===== src/rtl/robsmult_n.sv =====
// Robertson sequential multiplier: WIDTH+1 cycles start->done, one add/sub-and-shift per bit; start ignored while busy.
// Define ROBSMULT_UNSIGNED_EN to add the per-operation is_signed input (otherwise always two's complement).
module robsmult_n #(
   parameter int WIDTH = 8
) (
   input  logic               clk,
   input  logic               reset,
   input  logic               start,
   input  logic [WIDTH-1:0]   multiplier,
   input  logic [WIDTH-1:0]   multiplicand,
`ifdef ROBSMULT_UNSIGNED_EN
   input  logic               is_signed,
`endif
   output logic [2*WIDTH-1:0] product,
   output logic               busy,
   output logic               done
);

   localparam int CW = $clog2(WIDTH);

   typedef enum logic [1:0] {
      S_IDLE = 2'd0,
      S_RUN  = 2'd1,
      S_DONE = 2'd2
   } state_t;

   state_t           r_state;
   state_t           w_state_nxt;
   logic [WIDTH-1:0] r_a;
   logic [WIDTH-1:0] r_q;
   logic [WIDTH-1:0] r_y;
   logic [CW-1:0]    r_count;
   logic             r_signed;

   logic             w_mode;
   logic             w_accept;
   logic             w_last;
   logic             w_sub;
   logic [WIDTH:0]   w_a_ext;
   logic [WIDTH:0]   w_add_ext;
   logic [WIDTH:0]   w_sum;

`ifdef ROBSMULT_UNSIGNED_EN
   assign w_mode = is_signed;
`else
   assign w_mode = 1'b1;
`endif

   assign w_last = (r_count == '0);

   // The final step subtracts in signed mode because the multiplier MSB carries negative weight.
   assign w_sub     = r_signed & w_last;
   assign w_a_ext   = {r_signed & r_a[WIDTH-1], r_a};
   assign w_add_ext = r_q[0] ? {r_signed & r_y[WIDTH-1], r_y} : '0;
   assign w_sum     = w_sub ? (w_a_ext - w_add_ext) : (w_a_ext + w_add_ext);

   always_ff @(posedge clk) begin
      if (reset) begin
         r_state <= S_IDLE;
      end else begin
         r_state <= w_state_nxt;
      end
   end

   always_comb begin
      w_state_nxt = r_state;
      w_accept    = 1'b0;
      case (r_state)
         S_IDLE: begin
            if (start) begin
               w_accept    = 1'b1;
               w_state_nxt = S_RUN;
            end
         end
         S_RUN: begin
            if (w_last) begin
               w_state_nxt = S_DONE;
            end
         end
         S_DONE: begin
            if (start) begin
               w_accept    = 1'b1;
               w_state_nxt = S_RUN;
            end else begin
               w_state_nxt = S_IDLE;
            end
         end
         default: begin
            w_state_nxt = S_IDLE;
         end
      endcase
   end

   always_ff @(posedge clk) begin
      if (reset) begin
         r_a      <= '0;
         r_q      <= '0;
         r_y      <= '0;
         r_count  <= '0;
         r_signed <= 1'b0;
      end else if (w_accept) begin
         r_a      <= '0;
         r_q      <= multiplier;
         r_y      <= multiplicand;
         r_count  <= CW'(WIDTH - 1);
         r_signed <= w_mode;
      end else if (r_state == S_RUN) begin
         // sum[WIDTH] shifts into A's MSB, keeping the sign correct even on overflow.
         r_a <= w_sum[WIDTH:1];
         r_q <= {w_sum[0], r_q[WIDTH-1:1]};
         if (!w_last) begin
            r_count <= r_count - CW'(1);
         end
      end
   end

   assign product = {r_a, r_q};
   assign busy    = (r_state == S_RUN);
   assign done    = (r_state == S_DONE);

endmodule


===== config.mk =====
export PLATFORM = sky130hd
export DESIGN_NAME = robsmult_n
export DESIGN_NICKNAME = d
export VERILOG_FILES = /design/src/rtl/robsmult_n.sv
export SDC_FILE = /design/constraint.sdc
export NUM_CORES = 1
export LEC_CHECK = 0
export BUFFER_PORTS_ARGS = -buffer_cell sky130_fd_sc_hd__buf_2
export CORE_AREA = 5 5 79 81
export DETAILED_ROUTE_END_ITERATION = 10
export DIE_AREA = 0 0 84 86
export GPL_TIMING_DRIVEN = 0
export SYNTH_ARGS = -nofsm -noshare
export SYNTH_HDL_FRONTEND = slang
export SYNTH_SLANG_ARGS = --single-unit
export TNS_END_PERCENT = 100

===== constraint.sdc =====
create_clock -name clk -period 6.75 [get_ports clk]
set_clock_uncertainty 0.05 [all_clocks]
set_input_delay 1.35 -clock clk [delete_from_list [all_inputs] [get_ports clk]]
set_output_delay 1.35 -clock clk [all_outputs]
set_load 0.1 [all_outputs]

==> metrics.md <==
| Metric | Value |
|---|---|
| Total length of routed wires | 4610 um |
| CTS sink count | 30 |
| Slew headroom | 65.7% |
| Final hold vios | 0 |
| Die H | 86 um |
| P_int | 377 uW |
| Reg area | roughly 600 um2 |
| Layout cells sized above 1 | between 10% and 20% |
| Boundary Pins | 37 |
| Total Routing Usage GR | 13.8% |
| Hold Crit Depth | 2 |
| Distinct cells, synth | 43 |
| NetSw | 229 uW |
| I/O Buffers | 36 |
| Routability cong. | 0.803 |
| R2R setup slack | 3.95 ns |
| CTS Buf Count | 5 |
| Cts hold-fix bufs | 0 |
| Net count after synthesis | between 200 and 300 |
| Final Setup Violations | 0 |
| N_diodes | 0 |
| Critical path fanouts, max | 10 |
| Starting Density | 33.9% |
| Max cap viols | 0 |
| Yosys top cell area share | 32.8% |
| Hold Slack | ~0.43 ns |
| Total congestion overflow | 0 |
| First-pass GRT wire length | 8090 um |
| Crit path launch type | flop |
| Mapped cell area | 0.00183 mm2 |
| Post-synth ARST share | 0% |
| Initial antenna violation count | 0 |
| Vias in the first global route | around 1.8k |
| Final nets | about 310 |
| Site Rows | 27 |
| Largest net degree at the start of global routing | 11 |
| Leakage power | 0.000934 uW |
| Initial DRC count | 54 |
| Clock Latency Late Sink | 0.28 ns |
| Worst r2r src | r_q[0] |
| RSZ-0062 raised after global routing | false |
| PD cells | 274 mW/mm2 |
| Fin crit share | 43.5% |
| TNS Setup | 0 ns |
| CTS tree | yes |
| EDFF count, synth | 0 |
| # fillers | 579 |
| DRC | 0 |
| DR WL/cell | 13.0 um |
| Combinational power share | 35.5% |
| Yosys warnings | 0 |
| CP endpoint kind | primary output |
| Register bit total from synthesis | 30 |
| Multi-input gate area | ~0.0011 mm2 |
| DRT Pass-1 Iters | 4 |
| Primary FF master, synth | dfxtp_1 |
| Sw Share | 37.8% |
| Die X-Extent | around 84 um |
| Hpwl dp | 3480 um |
| Clk slew on worst S/H paths | 0.07 ns |
| Max frequency | 0.341 GHz |
| Max IR drop VDD | 142 uV |
| Die ar. | 0.00722 mm2 |
| Critical path arrival | roughly 1.5 ns |
| CP startpoint | r_state[1] |
| Final ANT Viol Nets | 0 |
| Synth area leader | dfxtp_1 |
| Area Overhead vs Synth | 20.9% |
| Core area | roughly 0.0054 mm2 |
| R2R depth | 11 |
| Status | finished clean |
| Hold Path Class | flop to flop |
| Largest cells by area after synthesis | dfxtp_1 (33%), nand2_1 (10%), ha_1 (7.5%) |
| CTS resizes | 0 |
| Clk network pwr share | 30.6% |
| Mapped Avg Cell Area | 7.66 um2 |
| Post-route minimum period | 2.94 ns |
| Setup Buffers After CTS | 0 |
| Sequential share of the synthesized area | between 30% and 40% |
| Critical path class | flop to primary output |
| CP Capture Point | busy |
| Vias post-DR | 1756 |
| Root Driver | clkbuf_8 |
| Reg power frac | 34.0% |
| Clk buf depth | 2 |
| CP required | 5.35 ns |
| R2r endpoint | r_a[7] |
| Synth Instances | 239 |
| Worst-Margin Slew | 0.513 ns |
| Fin. max-slew vios | 0 |
| Vias per cell | 4.96 |
| H-tree levels | 2 |
==> layout by cell type, fill, tap and decap left out, drive strengths merged, types with 2 or more instances in the layout <==
master   instances
nand2           50
buf             45
dfxtp           30
nor2            21
a21oi           18
inv             14
ha              11
o21ai            9
clkbuf           9
nor3             7
a311oi           7
nand2b           6
nand3            5
nor4             5
a31oi            4
a21boi           3
o21a             3
xnor2            3
xor2             3
nor2b            3
o31ai            2
a2111oi          2
o211ai           2
nand3b           2
mux2i            2
and3b            2
==> power groups by stage <==
stage	Sequential, uW	Combinational [uW]	Clock [uW]
after global placement	210	214	0
after floorplan	266	117	0
after global routing	208	236	196
after detailed placement	210	215	0
after CTS	206	216	189
final	206	215	185
==> layer usage <==
layer | GRT usage [%] | vias up | wire length [um]
met3 | 3.55 | 6 | 199
met1 | 17.7 | 795 | 2210
met5 | 0 | - | 0
li1 | - | 918 | -
met2 | 23.1 | 37 | 2150
met4 | 3.51 | 0 | 52
==> final cells by class <==
class                   instances  area share [%]
well taps                      72            4.07
flip-flops and latches         30            27.1
repair buffers                 36            8.14
inverters                      14            2.37
plain buffers                  12            2.77
multi-input cells             183            50.4
clock inverters                 1            1.36
clock buffers                   6            3.73
==> metrics by stage <==
stage	power, uW	util [%]	setup WS (ns)	instance area (um2)	instances
floorplan	383	-	3.51	1830	239
global placement	423	38.9	3.97	2100	347
detailed placement	425	38.9	3.97	2100	347
CTS	611	40.9	3.79	2210	354
global route	640	40.9	3.68	2210	354
finish	606	40.9	3.81	2210	354
==> registers in the layout, summed over array words and instances (netlist names) <==
signal,count
r_a,8
r_q,8
r_y,8
r_count,3
r_state,2
r_signed,1
==> cell families after synthesis <==
logic type | synth area share [%]
and+or+nand+nor | 28.0
AOI/OAI and AO/OA | 20.4
DFF | 32.8
buffers and inverters | 6.22
adders and majority gates | 8.61
xor gates and xnor gates | 2.87
muxes | 1.09
==> synthesized netlist by cell type (all sizes together) (3+ instances only) <==
library cell and instances:
clkbuf 3, nand2 50, nor2 21, a31oi 4, nor2b 3, ha 11, a21boi 3, a311oi 7
nor4 5, nand3 5, buf 9, xor2 3, a21oi 18, nor3 7, nand2b 6, inv 14
xnor2 3, o21ai 9, o21a 3, dfxtp 30
==> critical path, stage by stage (launching register included) <==
cell and delay [ns]:
dfxtp_1 0.31, nand2b_1 0.14, inv_1 0.08, buf_2 0.25, buf_2 0.47
==> how the worst min path moves through the flow <==
stage / start / end
after global placement: r_a[5] / r_a[5]
after floorplan: r_y[0] / r_y[0]
after CTS: r_a[3] / r_a[3]
after global routing: r_a[3] / r_a[3]
after detailed placement: r_a[3] / r_a[3]
final: r_a[3] / r_a[3]
Power figures use the tool's default switching activity.
